File: src/rtl/motor_pwm_stage_if.sv
// motor_pwm_stage_if: direction inputs, requested duty and H-bridge drive for motor_pwm_stage
// master drives m1_in/m2_in/duty_in and observes m1_pwm/m2_pwm/dead_active/fault; slave is the stage itself.
interface motor_pwm_stage_if #(parameter int CNT_W = 8);
  logic [3:0] m1_in, m2_in, m1_pwm, m2_pwm;
  logic [CNT_W-1:0] duty_in;
  logic dead_active, fault;
  modport master(output m1_in, m2_in, duty_in, input m1_pwm, m2_pwm, dead_active, fault);
  modport slave(input m1_in, m2_in, duty_in, output m1_pwm, m2_pwm, dead_active, fault);
endinterface

File: src/rtl/motor_pwm_stage.sv
// motor_pwm_stage: PWM gating, dead-time on reversal, shoot-through blocking and optional soft start for two H-bridges
// Ports: clk, rst (async, active-high); bus (slave) carries m1_in/m2_in/duty_in in and m1_pwm/m2_pwm/dead_active/fault out.
// Macro MOTOR_SOFTSTART_EN: when defined, duty ramps up one LSB every RAMP_DIV clocks after each start; otherwise duty follows duty_in.
module motor_pwm_stage #(
  parameter int CNT_W = 8,
  parameter int DEAD_CYCLES = 16,
  parameter int RAMP_DIV = 256
) (
  input logic clk,
  input logic rst,
  motor_pwm_stage_if.slave bus
);
  localparam int DW = DEAD_CYCLES > 1 ? $clog2(DEAD_CYCLES) : 1;
  typedef enum logic [1:0] {IDLE, RUN, DEAD} state_t;
  logic [CNT_W-1:0] cnt;
  logic dead_q;
  // period is 2^CNT_W-1 so that duty all-ones means always on
  always_ff @(posedge clk or posedge rst)
    if (rst) cnt <= '0;
    else cnt <= cnt == CNT_W'(2 ** CNT_W - 2) ? '0 : cnt + 1'b1;
`ifdef MOTOR_SOFTSTART_EN
  localparam int PW = RAMP_DIV > 1 ? $clog2(RAMP_DIV) : 1;
  logic [PW-1:0] pre;
  logic tick;
  assign tick = pre == PW'(RAMP_DIV - 1);
  always_ff @(posedge clk or posedge rst)
    if (rst) pre <= '0;
    else pre <= tick ? '0 : pre + 1'b1;
`endif
  for (genvar c = 0; c < 2; c++) begin : ch
    logic [3:0] raw, in, pat, pat_n, pwm, pwm_n;
    state_t st, st_n;
    logic [DW-1:0] dcnt, dcnt_n;
    logic [CNT_W-1:0] duty_n;
    assign raw = c == 0 ? bus.m1_in : bus.m2_in;
    // shoot-through patterns are treated as stop
    assign in = raw[3:2] == 2'b11 || raw[1:0] == 2'b11 ? 4'b0 : raw;
    always_comb begin
      st_n = st;
      pat_n = pat;
      dcnt_n = dcnt;
      if (st == IDLE) begin
        if (in != 4'b0) begin
          st_n = RUN;
          pat_n = in;
        end
      end else if (in == 4'b0) st_n = IDLE;
      else if (in != pat) begin
        st_n = DEAD;
        pat_n = in;
        dcnt_n = DW'(DEAD_CYCLES - 1);
      end else if (st == DEAD) begin
        if (dcnt == '0) st_n = RUN;
        else dcnt_n = dcnt - 1'b1;
      end
    end
`ifdef MOTOR_SOFTSTART_EN
    logic [CNT_W-1:0] duty;
    // duty restarts from 0 on every entry into RUN, snaps down at once, creeps up on ticks
    assign duty_n = st != RUN || st_n != RUN ? '0 :
                    bus.duty_in < duty ? bus.duty_in :
                    tick && duty < bus.duty_in ? duty + 1'b1 : duty;
    always_ff @(posedge clk or posedge rst)
      if (rst) duty <= '0;
      else duty <= duty_n;
`else
    assign duty_n = bus.duty_in;
`endif
    assign pwm_n = st_n == RUN && cnt < duty_n ? pat_n : 4'b0;
    always_ff @(posedge clk or posedge rst)
      if (rst) begin
        st <= IDLE;
        pat <= '0;
        dcnt <= '0;
        pwm <= '0;
      end else begin
        st <= st_n;
        pat <= pat_n;
        dcnt <= dcnt_n;
        pwm <= pwm_n;
      end
  end
  always_ff @(posedge clk or posedge rst)
    if (rst) dead_q <= 1'b0;
    else dead_q <= ch[0].st_n == DEAD || ch[1].st_n == DEAD;
  assign bus.m1_pwm = ch[0].pwm;
  assign bus.m2_pwm = ch[1].pwm;
  assign bus.dead_active = dead_q;
  assign bus.fault = &bus.m1_in[3:2] | &bus.m1_in[1:0] | &bus.m2_in[3:2] | &bus.m2_in[1:0];
endmodule
File: src/flat_wrapper.sv
// flat-port wrapper written by rule: the top's interface ports become plain ports
module motor_pwm_stage_flat 
#(
  parameter int CNT_W = 8,
  parameter int DEAD_CYCLES = 16,
  parameter int RAMP_DIV = 256
)
  (clk, rst, bus_m1_in, bus_m2_in, bus_duty_in, bus_m1_pwm, bus_m2_pwm, bus_dead_active, bus_fault);
  motor_pwm_stage_if #(.CNT_W(CNT_W)) bus_i ();
  input logic clk;
  input logic rst;
  input wire logic [$bits(bus_i.m1_in)-1:0] bus_m1_in;
  input wire logic [$bits(bus_i.m2_in)-1:0] bus_m2_in;
  input wire logic [$bits(bus_i.duty_in)-1:0] bus_duty_in;
  output wire logic [$bits(bus_i.m1_pwm)-1:0] bus_m1_pwm;
  output wire logic [$bits(bus_i.m2_pwm)-1:0] bus_m2_pwm;
  output wire logic [$bits(bus_i.dead_active)-1:0] bus_dead_active;
  output wire logic [$bits(bus_i.fault)-1:0] bus_fault;
  assign bus_i.m1_in = bus_m1_in;
  assign bus_i.m2_in = bus_m2_in;
  assign bus_i.duty_in = bus_duty_in;
  assign bus_m1_pwm = bus_i.m1_pwm;
  assign bus_m2_pwm = bus_i.m2_pwm;
  assign bus_dead_active = bus_i.dead_active;
  assign bus_fault = bus_i.fault;
  motor_pwm_stage #(.CNT_W(CNT_W), .DEAD_CYCLES(DEAD_CYCLES), .RAMP_DIV(RAMP_DIV)) u_core (.clk(clk), .rst(rst), .bus(bus_i));
endmodule
File: config.mk
export PLATFORM = sky130hd
export DESIGN_NAME = motor_pwm_stage_flat
export DESIGN_NICKNAME = d
export VERILOG_FILES = /design/src/rtl/motor_pwm_stage_if.sv /design/src/rtl/motor_pwm_stage.sv /design/src/flat_wrapper.sv
export SDC_FILE = /design/constraint.sdc
export NUM_CORES = 1
export LEC_CHECK = 0
export ABC_AREA = 1
export CORE_MARGIN = 2
export CORE_UTILIZATION = 40
export DETAILED_ROUTE_END_ITERATION = 10
export HOLD_SLACK_MARGIN = 0.1
export PLACE_DENSITY = 0.73
export SETUP_SLACK_MARGIN = 0.2
export SLEW_MARGIN = 25
export SYNTH_ARGS = -nofsm -noshare
export SYNTH_HDL_FRONTEND = slang
export SYNTH_SLANG_ARGS = --single-unit
File: constraint.sdc
create_clock -name clk -period 1.82 [get_ports clk]
set_input_delay 0.364 -clock clk [delete_from_list [all_inputs] [get_ports clk]]
set_output_delay 0.364 -clock clk [all_outputs]
set_load 0.02 [all_outputs]
# == Word level (Yosys, flattened, before mapping) ==
# Index checks and enable logic that the tools add are counted.
# classes
n_addsub,3
magnitude_cmp,1
n_eq_ne,15
mux,31
bitwise_logic,7
reduce_logical,21
# op_table
op,count
$mux W4,18
$mux W2,12
$eq A2 B2 Y1 const B,8
$logic_not A4 Y1,4
$add A8 B1 Y8 const B,1
$eq A8 B8 Y1 const B,1
$lt A8 B8 Y1,1
$mux W8,1
$ne A4 B4 Y1,2
$reduce_and A2 Y1,4
$reduce_and A4 Y1,2
$reduce_bool A4 Y1,2
$sub A4 B1 Y4 const B,2
$eq A2 B1 Y1 const B,2
$logic_not A2 Y1,2
$ne A2 B1 Y1 const B,2
$not A1 Y1,4
$reduce_bool A2 Y1,2
$logic_or A1 B1 Y1,3
$or A1 B1 Y1,3
$logic_and A1 B1 Y1,2
# totals
reg_bits,37
inputBits,18
output_inout_bits,10
wordCells,88

# == Longest topological paths before layout ==
# Gate-level depths: netlist of run 1.
# depth
depth_word,10
mapped_depth,11
ltp_nobuf,11

# == Least setup slack after synthesis of run 1 ==
# OpenSTA, ideal clock, no wires.
# synth_timing
path_type,input to register
start,input bus_duty_in[3]
end,"register u_core.ch[1].pwm[0], in the netlist u_core.bus.m2_pwm[0]"
setup_ps,73
arrival_ps,1343
required_ps,1747
setup_slack_ps,404
stages,7
n_path_buf,0
cell_sequence,inv_1 > ha_1 > a21oi_1 > o21ai_0 > a21oi_1 > nand4_2 > nor2_1
# synth_between
elab_chain_cells,3
# synth_lines
element,line,rtl
from (decl),flat_wrapper.sv:14,input wire logic [$bits(bus_i.duty_in)-1:0] bus_duty_in;
$lt A8 B8 Y1,motor_pwm_stage.sv:69,assign pwm_n = st_n == RUN && cnt < duty_n ? pat_n : 4'b0;
$logic_and A1 B1 Y1,motor_pwm_stage.sv:69,
$mux W4,motor_pwm_stage.sv:69,
named net u_core.ch[1].pwm_n[0],motor_pwm_stage.sv:31,"logic [3:0] raw, in, pat, pat_n, pwm, pwm_n;"
to (signal assigned),motor_pwm_stage.sv:80,pwm <= pwm_n;
to (decl),motor_pwm_stage.sv:31,
# The timed path passes the listed nets, and every way through them passes these cells.
# A chain may end at the register's enable or synchronous reset.

# == Worst setup path after layout of run 1 ==
# layout_timing
start,"register u_core.ch[1].pwm[1], in the netlist u_core.bus.m2_pwm[1]"
end,output bus_m2_pwm[1]
# layout_lines
element,line,rtl
to (decl),flat_wrapper.sv:16,output wire logic [$bits(bus_i.m2_pwm)-1:0] bus_m2_pwm;
# No word-level cell between the ends.

==> metrics.md, run 1 <==
| Metric | Value |
|---|---|
| Critical Path RT | ~1.5 ns |
| CP cell instances | clkdlybuf4s50_1 |
| Critical register-to-register path startpoint | u_core.ch[0].dcnt[0]$_DFFE_PP0P_ |
| Worst EP arrival | 1.22 ns |
| Tmin final | 1.59 ns |
| Final Non-Filler Cells | 384 |
| Min-delay worst type | register to register |
| Worst-Skew Late Latency | 0.29 ns |
| Ant. Diodes | 0 |
| Fmax | 630 MHz |
| PortBufs | 27 |
| Total track usage | 15.2% |
| Final Slew Violations | 0 |
| Layout cell share with drive strength beyond 1 | 28.0% |
| Final Worst Setup Slack | 0.233 ns |
| WP buf/inv | 1 |
| Critical path's top delay family | buffers and inverters |
| Filler cells | 487 |
| Levels on crit path | 1 |
| Reg-to-Reg End | u_core.bus.m1_pwm[2]$_DFF_PP0_ |
| Initial Util | 41.0% |
| Final nets | 342 |
| Slew headroom | 67.1% |
| Main combinational cell family by area after synthesis | simple AND/OR/NAND/NOR gates |
| Status | finished clean |
| Initial antenna violation count | 0 |
| Leakage | 1.53 nW |
| Critical path class | register to output pin |
| H-tree depth | 2 |
| Cts bufs inserted | 5 |
| Wire length of the first global-routing pass | just over 7 mm |
| RSZ-0062 raised after global routing | yes |
| CP max-delay cell | clkdlybuf4s50_1 |
| Post-synthesis xor/xnor area fraction | less than 1% |
| Placer Congestion | 0.815 |
| CP peak stage delay | 0.60 ns |
| Synthesized-area fraction occupied by ao, oa, aoi and oai cells | 7.94% |
| Leading area contributor after synthesis | dfrtp_1 |
| Top cells by area, synth | dfrtp_1, inv_1, nand2_1 |
| HPWL Detailed | 3.06 mm |
| TNS Setup | 0 ns |
| Period utilization | 87.2% |
| Final Setup Violations | 0 |
| Hold Violations, Final | 0 |
| P per Cell Area | about 900 nW/um^2 |
| Reg2reg path depth | 10 |
| Flop2flop setup slack | 0.32 ns |
| Drt drc | 0 |
| Die width | 76.1 um |
| Final wirelength | 4.19 mm |
| Initial drt markers | 69 |
| Die Area | 5790 um^2 |
| Proportion of synthesized area in mux cells | 0% |
| Worst Max-Slew Pin Slew | between 0.4 and 0.5 ns |
| Clock root buffer | clkbuf_8 |
| MaxCap Viol Count | 0 |
| Vias in the first global route | approximately 1800 |
| Wire per inst | 10.9 um |
| Chip height | 76.1 um |
| Core region area | approximately 5100 um^2 |
| Syn Std Cell Area | 2080 um^2 |
| CP Launch Point | u_core.bus.m2_pwm[1]$_DFF_PP0_ |
| Syn Nets | roughly 290 |
| Number of synthesized register bits | 37 |
| Synth Area in Simple Gates | 30.0% |
| Total power | 2.62 mW |
| CTS Buffer Depth | 2 |
| Placed inst area | 2580 um^2 |
| Setup crit end | bus_m2_pwm[1] |
| Crit-path max FO | 1 |
| Initial DRT Pass Iterations | 4 |
| CTS sink cnt | 37 |
| Max IR drop VDD | between 0.0005 and 0.0006 V |
| Clk slew on worst S/H paths | 0.07 ns |
| Area Growth Syn to Fin | 40.0% |
| Routed Antenna Nets | 0 |
| CP startpoint kind | register |
| Synth top area share | 44.5% |
| CTS tree | done |
| Post-Synthesis Cells | 258 |
| Grt total ovfl | 0 |
| Worst Setup End Kind | output pin |
| IO Count | 28 |
| Clock Skew | around 0.006 ns |
| Register area share after synthesis | 44.5% |
| Syn Area/Cell | 8.06 um^2 |
| Via/cell ratio | 4.82 |
| Placed cells | 374 |
| Synth unique cells | 23 |
| # rows | 26 |
| Post-Synth Adder-Cell Area | 6.62% |
| Worst slack, placed | -0.208 ns |
| Routed via count | 1849 |
| Yosys warns | 0 |
| Largest net degree at the start of global routing | 38 |
| Final Cell Area | 2910 um^2 |
sequential cells by signal (all words and copies together) (netlist names):
signal / count
u_core.ch.st: 4
u_core.bus.m1_pwm: 4
u_core.cnt: 8
u_core.ch.pat: 8
u_core.bus.m2_pwm: 4
u_core.ch.dcnt: 8
u_core.bus.dead_active: 1
layout make-up:
| class | instances | area (um^2) | share of cell area [%] |
|---|---|---|---|
| Multi-Input combinational cell | 165 | 1130 | 38.8 |
| Sequential cell | 37 | 927 | 31.9 |
| Timing Repair Buffer | 48 | 454 | 15.6 |
| Inverter | 56 | 210 | 7.22 |
| Clock buffer | 7 | 96.3 | 3.31 |
| Tap cell | 70 | 87.6 | 3.01 |
| Clock inverter | 1 | 5.00 | 0.172 |
routing by layer:
layer  up-vias  GRT usage, %  share of wire [%]
met5         -             0                  0
met4         0          7.09                2.1
met3         9          3.79                4.1
met2        38          26.3                 50
met1       867          17.8                 44
li1        935             -                  -
worst min path at each step:
stage               cells past startpoint                             start                               end  slack (ns)
finish                                  2  u_core.ch[1].dcnt[2]$_DFFE_PP0P_  u_core.ch[1].dcnt[2]$_DFFE_PP0P_        0.48
CTS                                     2  u_core.ch[1].dcnt[2]$_DFFE_PP0P_  u_core.ch[1].dcnt[2]$_DFFE_PP0P_        0.49
global placement                        2  u_core.ch[1].dcnt[2]$_DFFE_PP0P_  u_core.ch[1].dcnt[2]$_DFFE_PP0P_        0.45
floorplan                               2  u_core.ch[1].dcnt[2]$_DFFE_PP0P_  u_core.ch[1].dcnt[2]$_DFFE_PP0P_        0.44
detailed placement                      2  u_core.ch[1].dcnt[2]$_DFFE_PP0P_  u_core.ch[1].dcnt[2]$_DFFE_PP0P_        0.47
global route                            2  u_core.ch[0].dcnt[3]$_DFFE_PP0P_  u_core.ch[0].dcnt[3]$_DFFE_PP0P_        0.51
cells in the final DEF, fill, tap and decap left out:
cell             synthesis  layout
clkbuf_8                 0       7
nand3_4                  0       5
nor3b_1                  2       2
dfrtp_2                  0       1
o211ai_1                 1       1
o21ai_4                  0       1
inv_1                   54      45
buf_6                    0       5
dlygate4sd2_1            0       8
xnor2_1                  2       2
or2_2                    1       1
nand4_1                 12      12
o21ai_2                  1       1
buf_4                    0      16
nand2_2                  6       8
dlymetal6s2s_1           0       9
o21ai_0                 14      11
nand2_1                 45      43
nand3_2                  9       6
clkdlybuf4s50_1          0       9
ha_1                    11       4
and3_1                   1       1
a31o_2                   1       1
nor2_2                   4       9
o21ai_1                  2       4
buf_2                    0       1
nand3_1                 10       8
a21oi_2                  0       4
nand4_4                  0       2
nand4_2                  3       1
dfrtp_1                 37      36
ha_2                     0       1
clkinv_2                 0       1
nor3_1                   5       5
inv_2                    2      11
nor2_1                  23      18
ha_4                     0       6
a21oi_1                 12       8
power by group:
group / switching, mW / total, mW / internal (mW) / leakage [nW]
registers: 0.0857 / 1.06 / 0.976 / 0.450
logic: 0.554 / 0.938 / 0.384 / 1.03
clock network: 0.282 / 0.624 / 0.342 / 0.0542
total: 0.921 / 2.62 / 1.70 / 1.53
per-stage QoR:
stage                     hold WS (ns)  utilization (%)
after floorplan                  0.441                -
after global placement           0.454             50.8
after detailed placement         0.469             50.8
after CTS                        0.487             55.1
after global routing             0.515             57.3
final                            0.480             57.3
synthesized netlist by cell type, drive strengths merged:
cell type,instances
or2,1
inv,56
xnor2,2
nand2,51
a21oi,12
o21ai,17
a31o,1
o211ai,1
ha,11
nand4,15
nor3b,2
nor2,27
nor3,5
and3,1
nand3,19
dfrtp,37
repair_timing:
item,4_1_cts,5_1_grt
pin swaps,26,25
endpoints found under the setup margin,15,16
buffers inserted,2,0
hold buffers,0,0
gates resized for setup,34,35
cell families (layout without fill, tap and decap cells):
| logic type | Yosys count | after routing |
|---|---|---|
| adder cells (fa/ha/maj) | 11 | 11 |
| flip-flops | 37 | 37 |
| AND/OR/NAND/NOR | 121 | 121 |
| AO/OA/AOI/OAI | 31 | 31 |
| XOR/XNOR | 2 | 2 |
| buffers and inverters | 56 | 112 |
Note: power is estimated with default switching activity, not from simulation.
==> run 2, diff against run 1 <==
--- a/config.mk
+++ b/config.mk
@@ -5,12 +5,13 @@
 export SDC_FILE = /design/constraint.sdc
 export NUM_CORES = 1
 export LEC_CHECK = 0
-export ABC_AREA = 1
+export ABC_CLOCK_PERIOD_IN_PS = 1820
 export CORE_MARGIN = 2
 export CORE_UTILIZATION = 40
 export DETAILED_ROUTE_END_ITERATION = 10
+export DONT_BUFFER_PORTS = 1
 export HOLD_SLACK_MARGIN = 0.1
-export PLACE_DENSITY = 0.73
+export PLACE_DENSITY = 0.66
 export SETUP_SLACK_MARGIN = 0.2
 export SLEW_MARGIN = 25
 export SYNTH_ARGS = -nofsm -noshare
==> run 2 against run 1 <==
  * First-iteration DRC count is 45% higher
  * Worst hold slack worse by 0.30 ns
  * Count of clock-buffer cells in the layout is 1 lower
  * Combinational power is 42% lower
  * Area after synthesis is 2.1% higher
  * Global-route usage is 1.8 points higher
  * Non-clock buffer count is 17 lower
  * Critical path type is now register to register
  * Largest cell class unchanged
  * Largest power group unchanged
  * Worst setup slack worse by 0.13 ns
  * Core utilization is 3.8 points lower
  * Synthesized cell count is 12% lower
  * Register-to-register slack worse by 0.21 ns
  * Cell count is 13% lower
==> metrics.md, run 2 <==
| Metric | Value |
|---|---|
| P per Cell Area | 786 nW/um^2 |
| Met2 wire length | between 2 and 3 mm |
| Drt drc | 0 |
| Worst Max-Slew Pin Slew | a little over 0.6 ns |
| Wire per inst | 14.9 um |
| Die Area | approximately 5900 um^2 |
| # rows | 26 |
| IO Count | 28 |
| Slew headroom | between 50 and 60% |
| Number of synthesized register bits | 37 |
| Top cells by area, synth | dfrtp_1, ha_1, inv_1 |
| WP buf/inv | 0 |
| Final Slew Violations | 0 |
| Vias in the first global route | 1682 |
| Placer Congestion | 0.778 |
| Post-Synthesis Cells | roughly 230 |
| Most frequent cells in the layout | dfrtp_1, buf_4, nor2_1, inv_1, nand2_1 |
| Routed via count | 1772 |
| Fmax | ~600 MHz |
| Crit-path max FO | 4 |
| MaxCap Viol Count | 0 |
| PortBufs | 0 |
| Core region area | roughly 5100 um^2 |
| Top-count cell post-synth | dfrtp_1 |
| Final wirelength | between 4 and 5 mm |
| Clock root buffer | clkbuf_8 |
| CP startpoint kind | register |
| Max IR drop VDD | 0.000356 V |
| Clk slew on worst S/H paths | 0.07 ns |
| CTS Buffer Depth | 2 |
| Syn Area/Cell | 9.31 um^2 |
| Initial Util | 41.6% |
| Ant. Diodes | 0 |
| CTS tree | done |
| Period utilization | 94.1% |
| Leading area contributor after synthesis | dfrtp_1 |
| Cts bufs inserted | 5 |
| Number of flops mapped to enable cells by yosys | 0 |
| Commonest non-fill, non-tap cell in the layout | dfrtp_1 |
| Critical Path RT | 2.02 ns |
| CP peak stage delay | 0.43 ns |
| Top cell types by occurrence after synthesis | dfrtp_1, inv_1, nor2_1, nand2_1 |
| CTS sink cnt | 37 |
| Max Used Layer | met4 |
| Routed Antenna Nets | 0 |
| Area Growth Syn to Fin | 28.7% |
| Largest net degree at the start of global routing | 38 |
| Die width | roughly 77 um |
| Worst-Skew Late Latency | 0.29 ns |
| Status | finished clean |
| Worst EP arrival | approximately 1.9 ns |
| Post-synthesis async set-or-reset flop share | between 90% and 100% |
| Initial antenna violation count | 0 |
| Clock Skew | 0.00629 ns |
| CP max-delay cell | or3_4 |
| Final nets | just under 300 |
| Top FF cell, synth | dfrtp_1 |
| Layout cell share with drive strength beyond 1 | between 30% and 40% |
| Tmin final | approximately 1.7 ns |
| Worst Setup End Kind | register |
| Final Setup Violations | 0 |
| TNS Setup | 0 ns |
| Min-delay worst type | input pin to register |
| Critical path class | register to register |
| Critical path's top delay family | simple AND/OR/NAND/NOR gates |
| Syn Nets | 257 |
| H-tree depth | 2 |
| Initial drt markers | 100 |
| Initial DRT Pass Iterations | 4 |
| WL met3 | 184 um |
| Via/cell ratio | 5.32 |
| Chip height | ~77 um |
| Total track usage | 17.0% |
| HPWL Detailed | 3.15 mm |
| CP cell instances | or3_4 > a222oi_1 > o22ai_2 > nor3_2 |
| Yosys warns | 0 |
| Total power | 2.15 mW |
| Register area share after synthesis | 43.6% |
| Grt total ovfl | 0 |
| Synth unique cells | 47 |
| Met1 wire length | 2.19 mm |
| Leakage | around 1.3 nW |
| Hold Violations, Final | 0 |
| Syn Std Cell Area | 2120 um^2 |
| Top flop regs | u_core.ch.dcnt x8, u_core.ch.pat x8, u_core.cnt x8 |
| Wire length of the first global-routing pass | 7.98 mm |
| Synth top area share | 43.6% |
| RSZ-0062 raised after global routing | yes |
[run 2: cell count changes in the layout (fill, tap and decap cells not counted), moves of 6 or more]
cell / change
clkdlybuf4s50_1: -9
inv_1: -22
nand2_1: -28
inv_2: -7
and3b_1: +7
nand3_2: -6
buf_4: +12
dlygate4sd2_1: -8
dlymetal6s2s_1: -9
nand4_1: -9
nand2_2: -8
nor2_2: -7
[run 2: worst paths after layout]
check | depth (start not counted) | startpoint | end | slack [ns]
min | 2 | bus_m1_in[1] | u_core.bus.m1_pwm[1]$_DFF_PP0_ | 0.18
max in group asynchronous | 3 | rst | u_core.bus.m2_pwm[1]$_DFF_PP0_ | 0.87
min reg2reg | 1 | u_core.cnt[7]$_DFF_PP0_ | u_core.cnt[7]$_DFF_PP0_ | 0.54
max | 4 | u_core.ch[0].pat[2]$_DFF_PP0_ | u_core.bus.m1_pwm[0]$_DFF_PP0_ | 0.11
min in group asynchronous | 3 | rst | u_core.ch[0].dcnt[2]$_DFFE_PP0P_ | 0.62
max reg2reg | 4 | u_core.ch[0].pat[2]$_DFF_PP0_ | u_core.bus.m1_pwm[0]$_DFF_PP0_ | 0.11
[run 2: cells by family (layout without fill, tap and decap cells)]
family / Yosys count / count (layout) / share of synthesized area [%]
buffers and inverters: 32 / 67 / 5.83
XOR/XNOR: 8 / 8 / 3.30
AND/OR/NAND/NOR: 81 / 81 / 20.1
adder cells (fa/ha/maj): 11 / 11 / 6.48
AO/OA/AOI/OAI: 58 / 58 / 20.2
flip-flops: 37 / 37 / 43.6
multiplexers: 1 / 1 / 0.530
[run 2: repair_timing]
action	in CTS	in global routing
gates resized for setup	24	18
endpoints found under the setup margin	16	26
pin swaps	13	16
hold endpoints to repair	37	0
setup buffers	13	5
hold buffers	1	0
[run 2: area by class of cell]
cell class / instances / area [um^2]
multi-input cells: 159 / 1290
repair buffers: 31 / 243
clock buffers: 6 / 72.6
inverters: 28 / 108
fillers: 469 / 2370
well taps: 70 / 87.6
clock inverters: 2 / 10.0
flip-flops and latches: 37 / 926
[run 2: where the power goes]
part           leakage (nW)  switching, mW  total [mW]  internal [mW]
combinational         0.809          0.281       0.547          0.267
clock                0.0450          0.285       0.550          0.265
sequential            0.436          0.140        1.05          0.911
[run 2: per-stage QoR]
stage,hold WS [ns],util (%),area (um^2),setup slack [ns],cells
2_1_floorplan,0.471,-,2170,0.125,228
3_3_place_gp,0.389,45.3,2310,0.0434,306
3_5_place_dp,0.387,45.3,2310,0.0109,306
4_1_cts,0.173,51.3,2620,0.121,328
5_1_grt,0.173,53.5,2730,0.0456,333
6_report,0.184,53.5,2730,0.108,333
[run 2: routing by layer]
layer | track usage [%] | up-vias
met5 | 0 | -
met4 | 7.45 | 0
met3 | 4.47 | 7
met2 | 27.3 | 31
met1 | 21.5 | 854
li1 | - | 880
==> run 3, diff against run 2 <==
--- a/config.mk
+++ b/config.mk
@@ -5,6 +5,7 @@
 export SDC_FILE = /design/constraint.sdc
 export NUM_CORES = 1
 export LEC_CHECK = 0
+export ABC_AREA = 1
 export ABC_CLOCK_PERIOD_IN_PS = 1820
 export CORE_MARGIN = 2
 export CORE_UTILIZATION = 40
==> run 3 against run 2 <==
  * Sequential share of layout area increased by 4.0 points
  * Power increased by 15%
  * Die area fell by 2.0%
  * Via count is 6.0% lower
  * Worst hold slack better by 0.14 ns
  * Wire length decreased by 21%
  * Global-route usage fell by 2.4 points
  * Final area is 11% lower
  * Combinational power is 42% higher
  * Critical endpoint is now u_core.bus.m2_pwm[0]$_DFF_PP0_
==> metrics.md, run 3 (same netlist as run 1, synthesis figures left out) <==
| Metric | Value |
|---|---|
| CTS sink cnt | 37 |
| Worst EP arrival | 1.73 ns |
| Total power | roughly 2.5 mW |
| Final Slew Violations | 0 |
| Area Growth Syn to Fin | 17.6% |
| IO Count | 28 |
| Total track usage | 14.6% |
| Cts bufs inserted | 5 |
| Crit-path max FO | 4 |
| Final Setup Violations | 0 |
| TNS Setup | 0 ns |
| H-tree depth | 2 |
| Most frequent cells in the layout | inv_1, nand2_1, dfrtp_1 |
| Wire per inst | 11.4 um |
| Wire length of the first global-routing pass | 6.89 mm |
| Hold Violations, Final | 0 |
| Worst Setup End Kind | register |
| CTS tree | done |
| Core Util, Final | 48.2% |
| Period utilization | between 80 and 90% |
| Vias in the first global route | 1641 |
| Die Area | 5790 um^2 |
| HPWL Detailed | 2.91 mm |
| Core region area | 5070 um^2 |
| Largest net degree at the start of global routing | 38 |
| Worst-Skew Late Latency | 0.28 ns |
| Status | finished clean |
| Final wirelength | ~3.9 mm |
| Clock root buffer | clkbuf_8 |
| Critical path class | register to register |
| Leakage | 1.26 nW |
| Grt total ovfl | 0 |
| CP Launch Point | u_core.cnt[7]$_DFF_PP0_ |
| Chip height | 76.1 um |
| Commonest non-fill, non-tap cell in the layout | inv_1 |
| MaxCap Viol Count | 0 |
| Register area | approximately 930 um^2 |
| PortBufs | 0 |
| Ant. Diodes | 0 |
| Max IR drop VDD | 0.000596 V |
| Slew headroom | approximately 69% |
| Initial antenna violation count | 0 |
| CTS Buffer Depth | 2 |
| # rows | 26 |
| Placer Congestion | 0.817 |
| Drt drc | 0 |
| P per Cell Area | 1010 nW/um^2 |
| Via/cell ratio | 4.82 |
| Critical register-to-register path startpoint | u_core.cnt[7]$_DFF_PP0_ |
| Layout cell share with drive strength beyond 1 | 21.7% |
| Routed Antenna Nets | 0 |
| Initial DRT Pass Iterations | 4 |
| Final nets | 305 |
| Footprint of the multi-input gates | 1050 um^2 |
| Filler cells | 505 |
| Worst Max-Slew Pin Slew | 0.459 ns |
| CP startpoint kind | register |
| Tmin final | 1.51 ns |
| Min-delay worst type | input pin to register |
| Critical Path RT | 2.04 ns |
| Top flop regs | u_core.ch.dcnt x8, u_core.ch.pat x8, u_core.cnt x8 |
| Clk slew on worst S/H paths | ~0.07 ns |
| RSZ-0062 raised after global routing | no |
| Clock Skew | 0.00282 ns |
| Initial drt markers | 59 |
| Die width | 76.1 um |
| Fmax | approximately 660 MHz |
| Routed via count | 1666 |
| Initial Util | around 41% |
| Min-delay src | bus_m1_in[2] |
[run 3: cell types whose count changed in the layout (fill, tap and decap cells not counted), sizes merged, moves of 5 or more]
cell / delta
a22oi: -6
nand3: +15
nand2: +36
or3: -5
o21ai: +6
buf: -20
and3b: -8
o22ai: -7
xor2: -5
nand4: +12
inv: +28
[run 3: report_power, final]
part / leakage (nW) / switching (mW) / internal, mW
Clock: 0.0443 / 0.271 / 0.300
Sequential: 0.452 / 0.152 / 0.977
Combinational: 0.765 / 0.472 / 0.305
Total: 1.26 / 0.895 / 1.58
[run 3: worst max-delay path, stage by stage (launching register included)]
cell,delay [ns]
dfrtp_1,0.41
ha_1,0.30
a21oi_1,0.13
o21ai_0,0.12
a21oi_2,0.12
buf_4,0.15
nand4_4,0.11
nor2_2,0.11
[run 3: cell type report]
type	count	area share [%]
sequential	37	37.9
multi-input combinational	165	42.9
tap	70	3.58
inverter	56	8.60
timing repair buffer	11	3.48
clock buffer	7	3.53
[run 3: worst paths after layout]
kind / to / depth (start not counted) / slack, ns
setup / recovery: u_core.bus.m2_pwm[0]$_DFF_PP0_ / 7 / 0.31
hold / removal: u_core.ch[0].pat[2]$_DFF_PP0_ / 2 / 0.32
setup reg to reg: u_core.bus.m2_pwm[0]$_DFF_PP0_ / 7 / 0.31
hold reg to reg: u_core.ch[0].dcnt[3]$_DFFE_PP0P_ / 2 / 0.49
max in group asynchronous: u_core.bus.m2_pwm[1]$_DFF_PP0_ / 3 / 0.88
min in group asynchronous: u_core.ch[0].dcnt[0]$_DFFE_PP0P_ / 3 / 0.62
[run 3: metal layers]
metal,up-vias,routed length (um),GRT usage (%)
met4,0,72,6.00
met2,36,1710,22.8
met3,8,236,4.62
met1,763,1920,18.9
met5,-,0,0
li1,859,-,-
[run 3: per-stage QoR]
step / hold slack [ns] / instances / setup slack, ns / cell area (um^2)
floorplan: 0.441 / 258 / 0.404 / 2080
global placement: 0.394 / 330 / 0.203 / 2180
finish: 0.323 / 346 / 0.310 / 2440
global route: 0.352 / 346 / 0.206 / 2440
CTS: 0.312 / 338 / 0.217 / 2280
detailed placement: 0.399 / 330 / 0.126 / 2180
[run 3: timing repair]
action | CTS | global route
gates resized for setup | 1 | 23
hold endpoints to repair | 37 | 0
hold buffers | 1 | 0
setup buffers | 0 | 8
gates cloned | 0 | 0
endpoints found under the setup margin | 8 | 11
pin swaps | 0 | 9
==> variant: new RTL, config.mk and constraints of run 1 <==
The 3 states of `state_t` get a one-hot encoding in 3 bits.
--- a/src/rtl/motor_pwm_stage.sv
+++ b/src/rtl/motor_pwm_stage.sv
@@ -13,3 +13,3 @@
   localparam int DW = DEAD_CYCLES > 1 ? $clog2(DEAD_CYCLES) : 1;
-  typedef enum logic [1:0] {IDLE, RUN, DEAD} state_t;
+  typedef enum logic [2:0] {IDLE = 3'b001, RUN = 3'b010, DEAD = 3'b100} state_t;
   logic [CNT_W-1:0] cnt;
Check against the original RTL: same outputs for any inputs over 10 cycles, from zero or initial values and one cycle with rst high; not proved beyond that.
==> variant against run 1 <==
Critical path depth rose by 9; design area up 12%; sequential cell count is 2 higher; highest routed layer unchanged; synthesized cell count up 6.2%; critical endpoint is now u_core.bus.m1_pwm[3]; power fell by 10%; fmax rose by 0.22%; register-to-register slack worse by 0.08 ns; wire length increased by 18%; area after synthesis rose by 5.7%; die area is 5.4% higher; worst setup slack improved by 0.0035 ns.
==> variant: results (changes against run 1) <==
[layout]
layout-drive-gt1-share_pct = 38.9  ; +11 points
final_nets = 380  ; +11%

[place]
gp_congestion = 0.818  ; +0.38%
post-place-ws_ns = -0.283  ; -0.0753 ns
dp_hpwl_mm = 3.44  ; +12%
placed_cell_area_sq_um = 2830  ; +9.8%
portBuffers = 27  ; unchanged

[critical_path]
reg2reg_slack_ns = 0.24  ; -0.08 ns
path_delay_family = simple AND/OR/NAND/NOR gates
cp.arrival_ns = 1.81  ; +0.59 ns
cp_slowest_cell = dfrtp_1
crit_fanout = 4  ; +3
slowest_delay_ns = 0.39  ; -0.21 ns

[logic_synthesis]
yosys-top-cells-count = 49 x inv_1, 47 x nand2_1, 37 x dfrtp_1
synth_nets = 303  ; +5.6%
synth_compound_area_share_pct = 8.37  ; +0.42 points
synth_fa_ha_area_share_pct = 6.26  ; -0.36 points
synthTopCellsByArea = dfrtp_1 42%, inv_1 8.4%, nand2_1 8.0%
seq_area_frac_synth_pct = 44.5  ; about the same

[clock_network]
clkLatencyLatePin_ns = 0.29  ; about the same

[grt]
grt_pass1_wl_mm = 7.93  ; +9.4%
met3_usage_pct = 3.45  ; -0.34 points
grt_usage_pct = 16.2  ; +1.0 points
grt_start_max_net_pins = 40  ; +5.3%
met2_usage_pct = 27.8  ; +1.6 points
grt_pass1_vias = 1899  ; +6.5%

[status]
status = complete, no violations

[drt]
drtIter0Drc = 126  ; +83%
via_per_inst = 4.85  ; +0.64%

[power_and_ir_drop]
leakage_nw = 1.70  ; +11%
peakVddDrop_uv = 553  ; +7.8%

[min_path]
hold_class = input port to async pin

[timing]
finClkSkew_ns = 0.00487  ; -0.00111 ns
tightestPinTransition_ns = 0.387  ; -0.105 ns

-- variant: cell types whose count changed in the layout (fill, tap and decap cells not counted), moves of 4 or more --
| cell | run 1 | this run |
|---|---|---|
| inv_2 | 11 | 18 |
| nand3_2 | 6 | 13 |
| nand2_2 | 8 | 16 |
| buf_6 | 5 | 0 |
| o21ai_0 | 11 | 3 |
| nand3_1 | 8 | 12 |
| nand2_1 | 43 | 35 |
| inv_1 | 45 | 40 |
| nor2_4 | 0 | 6 |
| buf_4 | 16 | 40 |
| nand3_4 | 5 | 0 |
-- variant: cell families after synthesis --
family / Yosys count
buffers and inverters: 58
AOI/OAI and AO/OA: 33
and+or+nand+nor: 133
adders and majority gates: 11
DFF: 39
-- variant: worst register-to-register path: stages (launching register included) --
cell,delay [ns]
dfrtp_1,0.39
inv_1,0.08
ha_1,0.16
nand2_1,0.07
nor2_1,0.13
nor2_2,0.08
a21oi_1,0.17
nand3_2,0.10
nand2_2,0.10
nand4_4,0.12
nor2_1,0.12
-- variant: how the worst max path moves through the flow --
stage,startpoint,end,slack [ns],cells after the start
2_1_floorplan,u_core.ch[0].dcnt[0],u_core.ch[0].dcnt[2],0.40,9
6_report,u_core.ch[0].dcnt[0],u_core.bus.m1_pwm[3],0.24,10
4_1_cts,u_core.ch[1].dcnt[0],u_core.ch[1].dcnt[2],0.20,9
5_1_grt,u_core.ch[1].dcnt[1],u_core.bus.m2_pwm[2],0.13,10
3_3_place_gp,bus_duty_in[1],u_core.bus.m2_pwm[3],-0.21,8
3_5_place_dp,bus_m2_in[0],u_core.bus.m2_pwm[1],-0.28,11
-- variant: what timing repair did --
item                                    CTS  global route
endpoints found under the setup margin   22            22
endpoints found under the hold margin     0             0
gates resized for setup                  53            41
pin swaps                                27            23
setup buffers                             3             8
-- variant: final cells by class --
type                       instances  area [sq um]
fill                             420          1950
multi-input combinational        177          1260
sequential                        39           978
timing repair buffer              70           634
inverter                          58           218
tap                               70          87.6
clock buffer                       7          76.3
clock inverter                     1          5.00
-- variant: where the power goes --
part | switching (mW) | internal [mW]
logic | 0.448 | 0.353
clock network | 0.289 | 0.269
registers | 0.0482 | 0.952
-- variant: metrics by stage --
stage | std cells | hold slack [ns] | setup TNS (ns)
finish | 422 | 0.418 | 0
global route | 422 | 0.468 | 0
CTS | 414 | 0.430 | 0
detailed placement | 403 | 0.496 | -4.40
global placement | 403 | 0.482 | -3.06
floorplan | 274 | 0.465 | 0
-- variant: routing by layer --
layer / routed length (microns) / vias up
li1: - / 1042
met1: 2120 / 957
met2: 2560 / 36
met3: 145 / 10
met4: 112 / 0
met5: 0 / -
